`src/rtl/sram_burst_seq.sv`:
```
// sram_burst_seq: turns byte-burst commands into single-byte accesses on an
// SRAM controller (start/busy/data_ready handshake), one beat at a time.
// Write bytes come in on wr_valid/wr_ready, read bytes go out on rd_valid/rd_ready.
// Optional build macro: SRAM_SEQ_ADDR_WRAP_EN -- when defined, a burst wraps
// from address 1023 to 0; when undefined, a burst that would run past 1023
// is accepted and then rejected with an err pulse, without touching the SRAM.
//
// state     | meaning
// ----------+---------------------------------------------------------------
// IDLE      | cmd_ready high, waiting for a burst command
// FETCH     | write: wait for the next write byte; read: pass straight through
// ISSUE     | one-cycle start_operation pulse to the controller
// WAIT_BUSY | wait for busy to rise, give up after BUSY_TMO cycles
// WAIT_DONE | controller working; read data captured on data_ready_signal
// HOLD      | read byte presented on rd_valid until rd_ready
module sram_burst_seq #(
    parameter int BUSY_TMO = 4
) (
    input  logic       clk,
    input  logic       rst_n,
    input  logic       cmd_valid,
    output logic       cmd_ready,
    input  logic       cmd_rw,
    input  logic [9:0] cmd_addr,
    input  logic [9:0] cmd_len,
    input  logic       wr_valid,
    input  logic [7:0] wr_data,
    output logic       wr_ready,
    output logic       rd_valid,
    output logic [7:0] rd_data,
    input  logic       rd_ready,
    output logic       done,
    output logic       err,
    output logic       start_operation,
    output logic       rw,
    output logic [9:0] address_input,
    output logic [7:0] data_f2s,
    input  logic [7:0] data_s2f,
    input  logic       data_ready_signal,
    input  logic       busy_signal
);

    localparam int TW = (BUSY_TMO < 2) ? 1 : $clog2(BUSY_TMO);
    localparam logic [TW-1:0] TMO_LOAD = TW'(BUSY_TMO - 1);

    typedef enum logic [2:0] {
        IDLE      = 3'd0,
        FETCH     = 3'd1,
        ISSUE     = 3'd2,
        WAIT_BUSY = 3'd3,
        WAIT_DONE = 3'd4,
        HOLD      = 3'd5
    } state_t;

    state_t          state_q, state_d;
    logic            rw_q, rw_d;
    logic [9:0]      addr_q, addr_d;
    logic [9:0]      cnt_q, cnt_d;
    logic [7:0]      wdat_q, wdat_d;
    logic [7:0]      rdat_q, rdat_d;
    logic [TW-1:0]   tmr_q, tmr_d;
    logic            ovf_q, ovf_d;
    logic            rdy_en_q;

    logic            ovf_cmd;
    logic            accept;
    logic            beat_end;
    logic            last_beat;
    logic            tmo_hit;

`ifdef SRAM_SEQ_ADDR_WRAP_EN
    // Address simply rolls over inside the 10-bit counter.
    assign ovf_cmd = 1'b0;
`else
    // Bursts that would run off the top of the array are refused up front.
    logic [10:0] end_addr;
    assign end_addr = {1'b0, cmd_addr} + {1'b0, cmd_len};
    assign ovf_cmd  = end_addr[10];
`endif

    // Shared decode of the handshake events the FSM reacts to.
    always_comb begin
        accept    = (state_q == IDLE) && rdy_en_q && cmd_valid;
        beat_end  = ((state_q == WAIT_DONE) && !busy_signal && !rw_q) ||
                    ((state_q == HOLD) && rd_ready);
        last_beat = (cnt_q == '0);
        tmo_hit   = (state_q == WAIT_BUSY) && !busy_signal && (tmr_q == '0);
    end

    // State register; rdy_en_q keeps cmd_ready low until the first edge after reset.
    always_ff @(posedge clk or negedge rst_n) begin
        if (!rst_n) begin
            state_q  <= IDLE;
            rdy_en_q <= 1'b0;
        end else begin
            state_q  <= state_d;
            rdy_en_q <= 1'b1;
        end
    end

    // Next-state logic.
    always_comb begin
        state_d = state_q;
        unique case (state_q)
            IDLE: begin
                if (accept) state_d = FETCH;
            end
            FETCH: begin
                if (ovf_q)         state_d = IDLE;
                else if (rw_q)     state_d = ISSUE;
                else if (wr_valid) state_d = ISSUE;
            end
            ISSUE: begin
                // Never start on top of a controller that still reports busy.
                if (!busy_signal) state_d = WAIT_BUSY;
            end
            WAIT_BUSY: begin
                if (busy_signal)  state_d = WAIT_DONE;
                else if (tmo_hit) state_d = IDLE;
            end
            WAIT_DONE: begin
                if (!busy_signal) begin
                    if (rw_q)           state_d = HOLD;
                    else if (last_beat) state_d = IDLE;
                    else                state_d = FETCH;
                end
            end
            HOLD: begin
                if (rd_ready) state_d = last_beat ? IDLE : FETCH;
            end
            default: state_d = IDLE;
        endcase
    end

    // Datapath next values: command latch, byte registers, beat counter and busy timer.
    always_comb begin
        rw_d   = rw_q;
        addr_d = addr_q;
        cnt_d  = cnt_q;
        wdat_d = wdat_q;
        rdat_d = rdat_q;
        tmr_d  = tmr_q;
        ovf_d  = ovf_q;
        if (accept) begin
            rw_d   = cmd_rw;
            addr_d = cmd_addr;
            cnt_d  = cmd_len;
            ovf_d  = ovf_cmd;
        end
        if ((state_q == FETCH) && !rw_q && !ovf_q && wr_valid) wdat_d = wr_data;
        if (state_q == ISSUE) tmr_d = TMO_LOAD;
        if ((state_q == WAIT_BUSY) && !busy_signal && (tmr_q != '0)) tmr_d = tmr_q - TW'(1);
        if ((state_q == WAIT_DONE) && rw_q && data_ready_signal) rdat_d = data_s2f;
        if (beat_end && !last_beat) begin
            cnt_d  = cnt_q - 10'd1;
            addr_d = addr_q + 10'd1;
        end
    end

    // Datapath registers.
    always_ff @(posedge clk or negedge rst_n) begin
        if (!rst_n) begin
            rw_q   <= 1'b0;
            addr_q <= '0;
            cnt_q  <= '0;
            wdat_q <= '0;
            rdat_q <= '0;
            tmr_q  <= '0;
            ovf_q  <= 1'b0;
        end else begin
            rw_q   <= rw_d;
            addr_q <= addr_d;
            cnt_q  <= cnt_d;
            wdat_q <= wdat_d;
            rdat_q <= rdat_d;
            tmr_q  <= tmr_d;
            ovf_q  <= ovf_d;
        end
    end

    // Outputs decoded from state; done/err fire in the cycle the burst ends.
    always_comb begin
        cmd_ready       = (state_q == IDLE) && rdy_en_q;
        wr_ready        = (state_q == FETCH) && !rw_q && !ovf_q;
        start_operation = (state_q == ISSUE) && !busy_signal;
        rd_valid        = (state_q == HOLD);
        done            = beat_end && last_beat;
        err             = tmo_hit || ((state_q == FETCH) && ovf_q);
        rw              = rw_q;
        address_input   = addr_q;
        data_f2s        = wdat_q;
        rd_data         = rdat_q;
    end

endmodule

```
`config.mk`:
```
export PLATFORM = sky130hd
export DESIGN_NAME = sram_burst_seq
export DESIGN_NICKNAME = d
export VERILOG_FILES = /design/src/rtl/sram_burst_seq.sv
export SDC_FILE = /design/constraint.sdc
export NUM_CORES = 1
export LEC_CHECK = 0
export CAP_MARGIN = 10
export CELL_PAD_IN_SITES_DETAIL_PLACEMENT = 1
export CELL_PAD_IN_SITES_GLOBAL_PLACEMENT = 2
export CORE_AREA = 2 2 102 104
export CTS_BUF_LIST = sky130_fd_sc_hd__clkbuf_4 sky130_fd_sc_hd__clkbuf_8
export CTS_CLUSTER_DIAMETER = 80
export CTS_CLUSTER_SIZE = 10
export DETAILED_ROUTE_END_ITERATION = 16
export DIE_AREA = 0 0 104 106
export PLACE_DENSITY_LB_ADDON = 0.1
export SLEW_MARGIN = 20
export SYNTH_ARGS = -nofsm -noshare
export SYNTH_HDL_FRONTEND = slang
export SYNTH_SLANG_ARGS = --single-unit
```
`constraint.sdc`:
```
create_clock -name clk -period 1.85 [get_ports clk]
set_clock_uncertainty 0.1 [all_clocks]
set_input_delay 0.2775 -clock clk [delete_from_list [all_inputs] [get_ports clk]]
set_output_delay 0.2775 -clock clk [all_outputs]
set_load 0.01 [all_outputs]
```
==> reports/results.md <==
| Group | Item | Value |
| --- | --- | --- |
| outcome | Result of the run | finished, violations left |
| outcome | Violations in the final reports | setup timing |
| grt | Global Route Usage Sum | 0.175 |
| setup path | Register-to-Register Setup Slack | -0.25 ns |
| hold path | Hold crit path type | input pin to async pin |
| clocking | Deepest level of the CTS H-tree | 2 |
| routing | Violation count after the first detailed-routing iteration | 41 |
| sta | Least setup slack across all paths after layout | -0.254 ns |
| setup path | Largest driver fanout on the critical path | 2 |
| placed design | Port Buffer Count | 76 |
| grt | Pin count of the biggest net entering global routing | 45 |
| power | Part of the total power dissipated in the clock network | 0.129 |
| die | I/O pin cnt | 77 |
| clocking | Number of sinks on the clock net | 44 |
| layout | Cell area after layout | 4530 sq um |
| synthesis | Asr flop ratio synth | 1.00 |
| routing | Total DRC errors in the routed layout | 0 |
| setup path | Kind of start point of the critical path | register |
| layout | Diodes inserted | 0 |
| grt | Initial antenna violation count | 0 |
| power | Switching power share of the total | 0.377 |
| synthesis | Top cell type by total area after synthesis | sky130_fd_sc_hd__dfrtp_1 |
| clocking | CTS clk-pin slew, worst paths | 0.10 ns |
| setup path | Class of the most critical setup path | register to register |
| grt | Vias in the first global route | 2907 |
| routing | Vias per std cell | 5.00 |
| sta | Count of endpoints failing setup in the final report | 17 |
| clocking | Num CTS Buffers | 5 |
| routing | Avg WL per Cell | 17.4 um |
| power | Sequential power share | 0.280 |
| setup path | Data required time of the critical path | 1.95 ns |
| synthesis | Yosys reg bits | 44 |
| die | Width of the chip | 104 um |
| layout | Synthesis-to-finish area growth | 71.9% |
| sta | Worst Hold Margin | 0.368 ns |
| power | Standby leakage power | 1.91 nW |
| clocking | Later-pin clock latency in the skew report | 0.30 ns |
| synthesis | Number of warnings reported in the yosys synthesis log | 0 |
| sta | Fmax | 475 MHz |
| synthesis | Post-synthesis cell area | 2640 sq um |
| synthesis | Most common flop cell mapped by yosys | sky130_fd_sc_hd__dfrtp_1 |
| setup path | Endpoint kind of the worst setup timing path | register |
| power | Power dissipated by switching net loads | 2.32 mW |
| die | Overall die area | 11000 sq um |
| layout | Non-filler instance count after layout | 546 |
| routing | Via count | 2731 |
| layout | Share of layout cells above drive strength 1 | 0.378 |
| routing | Final antenna-violating net count | 0 |
| setup path | Data arrival time of the critical path | 2.20 ns |
| clocking | CTS tree | yes |
| synthesis | Post-synthesis net count | 323 |
| run | Number of maximum-capacitance constraint violations | 0 |
| sta | Unrepaired setup endpoints after global routing | true |
| clocking | Clock root buffer master | sky130_fd_sc_hd__clkbuf_8 |
| layout | Most common library cell in the layout ignoring fill and taps | sky130_fd_sc_hd__clkdlybuf4s50_1 |
| power | Pint | 3.83 mW |
| routing | Post-detailed-routing wire length | 9.51 mm |
| grt | Remaining global-route overflow | 0 |
| sta | Final number of hold-violating endpoints | 0 |
| synthesis | Post-synth top area share | 0.418 |
| placed design | Sum of net half-perimeters after detailed placement | 7.07 mm |
| synthesis | Number of flops mapped to enable cells by yosys | 0 |
| synthesis | Post-Syn Area per Cell | 9.87 sq um |
| layout | Commonest cells after routing, fill and taps aside | sky130_fd_sc_hd__clkdlybuf4s50_1 (68), sky130_fd_sc_hd__buf_4 (54), sky130_fd_sc_hd__dfrtp_1 (44) |
| die | Core area | 10000 sq um |
| synthesis | Main area contributors after synthesis | sky130_fd_sc_hd__dfrtp_1 (42%), sky130_fd_sc_hd__mux2_2 (6.8%), sky130_fd_sc_hd__ha_1 (5.7%) |
| placed design | Routability congestion estimate from global placement | 0.775 |
| sta | Min Tclk post-route | 2.10 ns |
| power | Combinational power share | 0.591 |
| placed design | Pre-CTS worst setup slack | -0.396 ns |
| synthesis | Mapped Cells | 267 |
| placed design | Number of instances in the placed design | 524 |
| synthesis | Part of the Yosys area used for sequential elements | 0.418 |
| routing | Number of iterations in the first detailed-routing pass | 4 |
| power | Peak ir drop on the vdd network | 370 uV |
| clocking | CTS max path bufs | 2 |
| sta | Final-report max-slew violation count | 0 |
| die | Initial core utilization | 0.264 |
| die | Chip height | 106 um |
| grt | Wire length of the first global-routing pass | 15.3 mm |
| layout | Net total in the final layout | 465 |
| die | Std cell rows | 37 |
| placed design | Placed cell areas | 3990 sq um |
| synthesis | Netlist cell types | 58 |
| power | P per Cell Area | 1360 nW/um^2 |
| sta | Final clock period utilization by the worst path | 1.14 |
## synthesized netlist by cell type (2+ instances only)
| cell type | instances |
|---|---|
| sky130_fd_sc_hd__mux2_2 | 16 |
| sky130_fd_sc_hd__and3_1 | 5 |
| sky130_fd_sc_hd__o311ai_1 | 10 |
| sky130_fd_sc_hd__o211ai_1 | 2 |
| sky130_fd_sc_hd__nor3b_1 | 2 |
| sky130_fd_sc_hd__a211oi_1 | 10 |
| sky130_fd_sc_hd__nor3_1 | 3 |
| sky130_fd_sc_hd__buf_1 | 2 |
| sky130_fd_sc_hd__a221o_1 | 2 |
| sky130_fd_sc_hd__nor2b_1 | 5 |
| sky130_fd_sc_hd__or4_1 | 2 |
| sky130_fd_sc_hd__dfrtp_1 | 44 |
| sky130_fd_sc_hd__nand4_1 | 5 |
| sky130_fd_sc_hd__nor2_1 | 19 |
| sky130_fd_sc_hd__nor4_2 | 2 |
| sky130_fd_sc_hd__clkbuf_1 | 5 |
| sky130_fd_sc_hd__o22ai_1 | 3 |
| sky130_fd_sc_hd__a31o_2 | 3 |
| sky130_fd_sc_hd__nand3_1 | 10 |
| sky130_fd_sc_hd__nand2b_1 | 3 |
| sky130_fd_sc_hd__a31oi_1 | 2 |
| sky130_fd_sc_hd__or4_4 | 2 |
| sky130_fd_sc_hd__ha_1 | 12 |
| sky130_fd_sc_hd__inv_1 | 11 |
| sky130_fd_sc_hd__a221oi_1 | 2 |
| sky130_fd_sc_hd__a21o_1 | 3 |
| sky130_fd_sc_hd__o21ai_1 | 3 |
| sky130_fd_sc_hd__o2bb2ai_1 | 2 |
| sky130_fd_sc_hd__a21oi_1 | 8 |
| sky130_fd_sc_hd__o21ai_0 | 7 |
| sky130_fd_sc_hd__nand2_1 | 25 |
| sky130_fd_sc_hd__and2_1 | 4 |
| sky130_fd_sc_hd__mux2i_1 | 2 |
| sky130_fd_sc_hd__buf_2 | 7 |
## stage by stage
stage	setup TNS, ns	utilization	power [mW]
6_report	-1.25	0.453	6.15
5_1_grt	-3.06	0.453	6.57
4_1_cts	-1.12	0.439	6.06
3_5_place_dp	-6.37	0.399	4.88
3_3_place_gp	-5.71	0.399	4.80
2_1_floorplan	-0.0899	-	3.16
## sequential cells by signal, indices dropped and copies added (netlist names)
register       cells
cnt_q             10
tmr_q              2
state_q            3
ovf_q              1
rw                 1
rdy_en_q           1
rd_data            8
address_input     10
data_f2s           8
## critical path, cell delays in order (launching register included)
cell and delay [ns]:
sky130_fd_sc_hd__dfrtp_1 0.42, sky130_fd_sc_hd__buf_6 0.13, sky130_fd_sc_hd__or4_4 0.54, sky130_fd_sc_hd__or4_4 0.43
sky130_fd_sc_hd__a221oi_2 0.29, sky130_fd_sc_hd__o2bb2ai_1 0.09
## area by class of cell
class	count	area, sq um
Fill cell	1152	5470
Inverter	11	41.3
Tap cell	136	170
Multi-Input combinational cell	197	1700
Clock inverter	3	46.3
Clock buffer	5	68.8
Timing Repair Buffer	150	1400
Sequential cell	44	1100
## final timing paths
kind | cells past startpoint | from | to
setup / recovery | 5 | cnt_q[1] | cnt_q[7]
hold / removal | 3 | rst_n | tmr_q[0]
setup reg to reg | 5 | cnt_q[1] | cnt_q[7]
hold reg to reg | 1 | rd_data[6] | rd_data[6]
max in group asynchronous | 3 | rst_n | rd_data[5]
min in group clk | 3 | cmd_rw | rw
## per-layer routing
layer / global-route usage / up-vias / part of all wire
met3: 0.0251 / 5 / 0.034
li1: - / 1295 / -
met4: 0.0376 / 0 / 0.0073
met1: 0.233 / 1368 / 0.47
met5: 0 / - / 0
met2: 0.304 / 63 / 0.49
## repair_timing
item,CTS,global route
endpoints found under the hold margin,44,0
hold buffers,1,0
setup buffers,17,0
resized for setup,69,31
gates cloned,1,0
endpoints found under the setup margin,35,39
pin swaps,19,18
## power by group through the flow
stage	clock, mW	combinational (mW)	sequential [mW]
floorplan	0	1.27	1.89
global placement	0	3.08	1.71
detailed placement	0	3.14	1.74
CTS	0.825	3.51	1.72
global route	0.848	3.94	1.78
finish	0.796	3.64	1.72
## cells by family after synthesis
| kind of cell | count (synthesis) | synth area share |
|---|---|---|
| fa+ha+maj | 12 | 0.0570 |
| flops | 44 | 0.418 |
| other cells | 1 | 0.00142 |
| buf+inv | 26 | 0.0418 |
| simple gates | 95 | 0.202 |
| mux | 18 | 0.0760 |
| compound gates | 71 | 0.204 |
(Power assumes the default switching activity.)
